## config.mk

```make
export PLATFORM = sky130hd
export DESIGN_NAME = freq_gate_ctrl
export DESIGN_NICKNAME = d
export VERILOG_FILES = /design/src/rtl/freq_gate_ctrl.sv
export SDC_FILE = /design/constraint.sdc
export NUM_CORES = 1
export LEC_CHECK = 0
export ABC_AREA = 1
export CAP_MARGIN = 10
export CORE_MARGIN = 3
export CORE_UTILIZATION = 55
export CTS_CLUSTER_DIAMETER = 40
export CTS_CLUSTER_SIZE = 12
export DETAILED_ROUTE_END_ITERATION = 10
export PLACE_DENSITY = 0.75
export RECOVER_POWER = 50
export SLEW_MARGIN = 5
export SYNTH_ARGS = -nofsm -noshare
export SYNTH_HDL_FRONTEND = slang
export SYNTH_SLANG_ARGS = --single-unit
export TNS_END_PERCENT = 1
```

## constraint.sdc

```tcl
create_clock -name clk -period 3.1 [get_ports clk]
set_clock_uncertainty 0.2 [all_clocks]
set_input_delay 0.62 -clock clk [delete_from_list [all_inputs] [get_ports clk]]
set_output_delay 0.62 -clock clk [all_outputs]
set_load 0.02 [all_outputs]
```

## src/rtl/freq_gate_ctrl.sv

```systemverilog
// Measurement controller for a gated frequency counter: drives the counter's gate, waits
// for its output register to settle, captures the count and converts it to packed BCD.
module freq_gate_ctrl #(
    parameter int GATE_CYCLES = 50_000_000,
    parameter int COUNT_W     = 28,
    parameter int DIGITS      = 8
) (
    input  logic                  clk,
    input  logic                  rst,
    input  logic                  run,
    input  logic [COUNT_W-1:0]    count_in,
    output logic                  enable_out,
    output logic [COUNT_W-1:0]    bin_out,
    output logic [4*DIGITS-1:0]   bcd_out,
    output logic                  valid,
    output logic                  overflow,
    output logic                  busy
);
    localparam int BCD_W = 4 * DIGITS;
    localparam int SCR_W = BCD_W + 4;
    localparam int GW    = (GATE_CYCLES > 1) ? $clog2(GATE_CYCLES) : 1;
    localparam int IW    = $clog2(COUNT_W + 1);
    localparam logic [GW-1:0] GATE_LAST = GW'(GATE_CYCLES - 1);
    localparam logic [IW-1:0] ITER_LAST = IW'(COUNT_W - 1);

    typedef enum logic [2:0] {
        S_IDLE,
        S_GATE,
        S_SETTLE,
        S_CONVERT,
        S_DONE
    } state_t;

    state_t             r_state;
    logic [GW-1:0]      r_gate_cnt;
    logic               r_settle;
    logic [IW-1:0]      r_iter_cnt;
    logic [COUNT_W-1:0] r_bin;
    logic [COUNT_W-1:0] r_shift;
    logic [SCR_W-1:0]   r_scratch;
    logic               r_lost;

    logic [SCR_W-1:0]   w_adj;
    logic [SCR_W-1:0]   w_next_scratch;
    logic               w_carry;
    logic               w_ovf;

    // Double-dabble correction: every nibble >= 5 gets +3 before the shift.
    function automatic logic [SCR_W-1:0] dabble_adjust(input logic [SCR_W-1:0] s);
        logic [SCR_W-1:0] a;
        a = s;
        for (int d = 0; d < SCR_W / 4; d++) begin
            if (a[4*d +: 4] >= 4'd5) begin
                a[4*d +: 4] = a[4*d +: 4] + 4'd3;
            end
        end
        return a;
    endfunction

    assign w_adj          = dabble_adjust(r_scratch);
    assign w_next_scratch = {w_adj[SCR_W-2:0], r_shift[COUNT_W-1]};
    assign w_carry        = w_adj[SCR_W-1];
    // The extra top digit only ever becomes nonzero when the value exceeds DIGITS digits.
    assign w_ovf          = (r_scratch[SCR_W-1:BCD_W] != 4'd0) || r_lost;

    always_ff @(posedge clk) begin
        if (rst) begin
            r_state    <= S_IDLE;
            r_gate_cnt <= '0;
            r_settle   <= 1'b0;
            r_iter_cnt <= '0;
            r_bin      <= '0;
            r_shift    <= '0;
            r_scratch  <= '0;
            r_lost     <= 1'b0;
            enable_out <= 1'b0;
            bin_out    <= '0;
            bcd_out    <= '0;
            valid      <= 1'b0;
            overflow   <= 1'b0;
            busy       <= 1'b0;
        end else begin
            valid <= 1'b0;
            case (r_state)
                S_IDLE: begin
                    enable_out <= 1'b0;
                    busy       <= 1'b0;
                    if (run) begin
                        r_state    <= S_GATE;
                        r_gate_cnt <= '0;
                        enable_out <= 1'b1;
                        busy       <= 1'b1;
                    end
                end

                S_GATE: begin
                    if (!run) begin
                        r_state    <= S_IDLE;
                        enable_out <= 1'b0;
                        busy       <= 1'b0;
                    end else if (r_gate_cnt == GATE_LAST) begin
                        r_state    <= S_SETTLE;
                        r_gate_cnt <= '0;
                        r_settle   <= 1'b0;
                        enable_out <= 1'b0;
                    end else begin
                        r_gate_cnt <= r_gate_cnt + GW'(1);
                    end
                end

                // Two idle cycles let the counter's output register catch the final count.
                S_SETTLE: begin
                    if (!run) begin
                        r_state <= S_IDLE;
                        busy    <= 1'b0;
                    end else if (r_settle) begin
                        r_state    <= S_CONVERT;
                        r_bin      <= count_in;
                        r_shift    <= count_in;
                        r_scratch  <= '0;
                        r_lost     <= 1'b0;
                        r_iter_cnt <= '0;
                    end else begin
                        r_settle <= 1'b1;
                    end
                end

                S_CONVERT: begin
                    if (!run) begin
                        r_state <= S_IDLE;
                        busy    <= 1'b0;
                    end else begin
                        r_scratch <= w_next_scratch;
                        r_lost    <= r_lost | w_carry;
                        r_shift   <= r_shift << 1;
                        if (r_iter_cnt == ITER_LAST) begin
                            r_state <= S_DONE;
                        end else begin
                            r_iter_cnt <= r_iter_cnt + IW'(1);
                        end
                    end
                end

                S_DONE: begin
                    bin_out  <= r_bin;
                    valid    <= 1'b1;
                    overflow <= w_ovf;
                    bcd_out  <= w_ovf ? {DIGITS{4'h9}} : r_scratch[BCD_W-1:0];
                    if (run) begin
                        r_state    <= S_GATE;
                        r_gate_cnt <= '0;
                        enable_out <= 1'b1;
                        busy       <= 1'b1;
                    end else begin
                        r_state <= S_IDLE;
                        busy    <= 1'b0;
                    end
                end

                default: begin
                    r_state    <= S_IDLE;
                    enable_out <= 1'b0;
                    busy       <= 1'b0;
                end
            endcase
        end
    end

endmodule

```

==> results.toml <==
[clocking]
cts.repair.resized = 0
cts.htree.levels = 4
clk_latency_ps = 430
cts_buffer_depth = 2
clock_sinks = 192
cts_tree = "done"
clk_pin_slew_worst_paths_ps = 70
hold_buffers = 0
cts_buffers = 17
post_cts_buffers = 0
root_buffer = "clkbuf_16"

[route]
first_pass_iters = 5
ant_nets = 0
route.detailed.drc = 0
via_per_inst = 5.34
vias = 7663
wl_um = 19400
wl_per_cell_um = 13.5
drtIter0Drc = 442

[critical_path]
cpLargestDelayFamily = "buffers and inverters"
cp_slowest_cell = "dlygate4sd3_1"
crit_path_frequent_cell = "nand3_1"
cp_max_fo = 28
critPathRequiredTime_ps = 3260
crit_arrival_ps = 2780
crit_chain = "dlygate4sd3_1 > nand3_1 > nor2_1 > clkbuf_2 > nand3_1 > a21oi_1"
cpPeakStageDelay_ps = 650
worst_setup_path_start_kind = "primary input"
crit_buf_inv = 2
endpoint_kind = "flop"
crit_type = "primary input to flop"

[global_routing]
grt_antenna_before_repair = 0
grt_usage_pct = 23.9
grt_pass1_wl_um = 32800
grt_max_degree = 76
grt_pass1_vias = 7227
grt.overflow.total = 0

[finish]
final_cell_area_um2 = 9940
multi_input_area_um2 = 3870
drive_gt1_share_pct = 4.56
fill_cells = 1274
antennaDiodeCount = 0
area_growth_pct = 19.6
regArea_um2 = 3840
nets = 1290

[die]
start_util_pct = 56.8
die_area_um2 = 16600
io_pins = 95
core_um2 = 14600
placementRows = 44
die_y_um = 129
die_width_um = 129

[yosys]
synthArstFlopShare_pct = 0
synth_top_area_share_pct = 46.2
yosysTopAreaCell = "dfxtp_1"
postSynthAreaPerCell_um2 = 7.15
synth_fp_nets = 1214
synthFlopType = "dfxtp_1"
syn_inst = 1162
synth_edf_count = 0
syn_area_um2 = 8310
ys_ff_latch = 192
synth.distinct_cells = 27
yosysSeqAreaShare_pct = 46.2
synthTopCellsByArea = "dfxtp_1 (46%), nand2_1 (14%), a21oi_1 (7.3%), nor2_1 (6.4%), o21ai_0 (4.3%)"
ys_warn_count = 0

[outcome]
outcome = "finished clean"

[timing]
timing.fmax_mhz = 381
period_share_pct = 84.6
min_period_ps = 2620
slew_headroom_pct = 44.7
timing.hold.ws_ps = 261
rsz0062_at_grt = "false"
hold_viol = 0
tightest_slew_ps = 829
setup_violations = 0
fin_tns_setup_ps = 0
drv_slew = 0

[placed_design]
post_dp_cell_area_um2 = 9400
dp_hpwl_um = 12600
port_buffers = 94
gp_congestion = 0.845

[power_and_ir_drop]
p_leak_nw = 3.55
powerDensity_nw_per_um2 = 506
vdd_drop_max_v = 0.000391

[min_path]
hold_class = "flop to flop"

[job]
drv_cap = 0
==> power by group <==
part / internal [mW] / total [mW] / switching (mW)
Combinational: 0.102 / 0.334 / 0.232
Sequential: 2.49 / 2.51 / 0.0185
Clock: 1.20 / 2.19 / 0.994
==> per-layer routing <==
| metal | up-vias | wire length [µm] | GRT usage, % |
|---|---|---|---|
| met4 | 0 | 369 | 8.52 |
| li1 | 3911 | - | - |
| met5 | - | 0 | 0 |
| met1 | 3538 | 9290 | 31.4 |
| met2 | 188 | 8930 | 39.2 |
| met3 | 26 | 818 | 4.77 |
==> through the flow <==
| stage | utilization (%) | setup slack (ps) | cells | power (mW) |
|---|---|---|---|---|
| final | 67.9 | 477 | 1435 | 5.03 |
| after detailed placement | 64.2 | 568 | 1403 | 2.91 |
| after floorplan | - | 1350 | 1162 | 2.78 |
| after global routing | 67.9 | 309 | 1435 | 5.20 |
| after CTS | 68.2 | 767 | 1435 | 5.08 |
| after global placement | 64.2 | 598 | 1403 | 2.91 |
==> path summary, 6_finish.rpt <==
kind	from	endpoint	slack [ps]	cells past startpoint
worst min-delay path	r_bin[0]$_SDFFE_PP0P_	r_bin[0]$_SDFFE_PP0P_	260	2
worst max register to register	r_state[0]$_SDFFE_PP0P_	bin_out[27]$_SDFFE_PP0N_	700	5
worst max-delay path	run	r_scratch[3]$_SDFFE_PP0P_	480	6
worst min register to register	r_bin[0]$_SDFFE_PP0P_	r_bin[0]$_SDFFE_PP0P_	260	2
==> state kept, by name (all words and copies together) (netlist names), 3 cells and up <==
| signal | count |
|---|---|
| r_shift | 28 |
| bin_out | 28 |
| r_state | 3 |
| bcd_out | 32 |
| r_iter_cnt | 5 |
| r_bin | 28 |
| r_scratch | 36 |
| r_gate_cnt | 26 |
==> synth_stat cells (all sizes together), types with 5 or more instances <==
master  instances
nand2         316
dfxtp         192
nor2          144
a21oi         122
inv            97
o21ai          73
nand3          51
buf            29
a31oi          28
clkbuf         24
ha             21
xor2           18
nor3           13
o211ai         10
nand4           8
nand3b          6
o21bai          5
==> tightest hold or removal path, delay by kind of cell, from the launching register on <==
family / cells / cell delay, ps
AO/OA/AOI/OAI: 1 / 50
flip-flops: 1 / 310
AND/OR/NAND/NOR: 1 / 60
==> logic make-up (layout without fill, tap and decap cells) <==
group	after synthesis	after routing	share of synthesized area, %
XOR/XNOR	18	18	1.90
buffers and inverters	152	241	7.36
flip-flops	192	192	46.2
AO/OA/AOI/OAI	238	238	15.2
adder cells (fa/ha/maj)	21	21	3.16
AND/OR/NAND/NOR	541	541	26.1
==> cell usage in the layout (no fill, tap or decap), drive strengths merged, types with 8 or more instances in the layout <==
cell type and instances:
inv 101, buf 11, clkdlybuf4s50 92, xor2 18
nor2 144, a31oi 28, dfxtp 192, ha 21
clkbuf 23, nand3 51, nand2 316, nor3 13
nand4 8, o211ai 10, o21ai 73, a21oi 122
==> area by class of cell <==
| type | count | area share, % |
|---|---|---|
| well taps | 184 | 2.32 |
| repair buffers | 110 | 10.5 |
| clock inverters | 15 | 1.60 |
| multi-input cells | 818 | 38.9 |
| flip-flops and latches | 192 | 38.7 |
| inverters | 99 | 3.74 |
| clock buffers | 17 | 4.28 |
(Power assumes the default switching activity.)
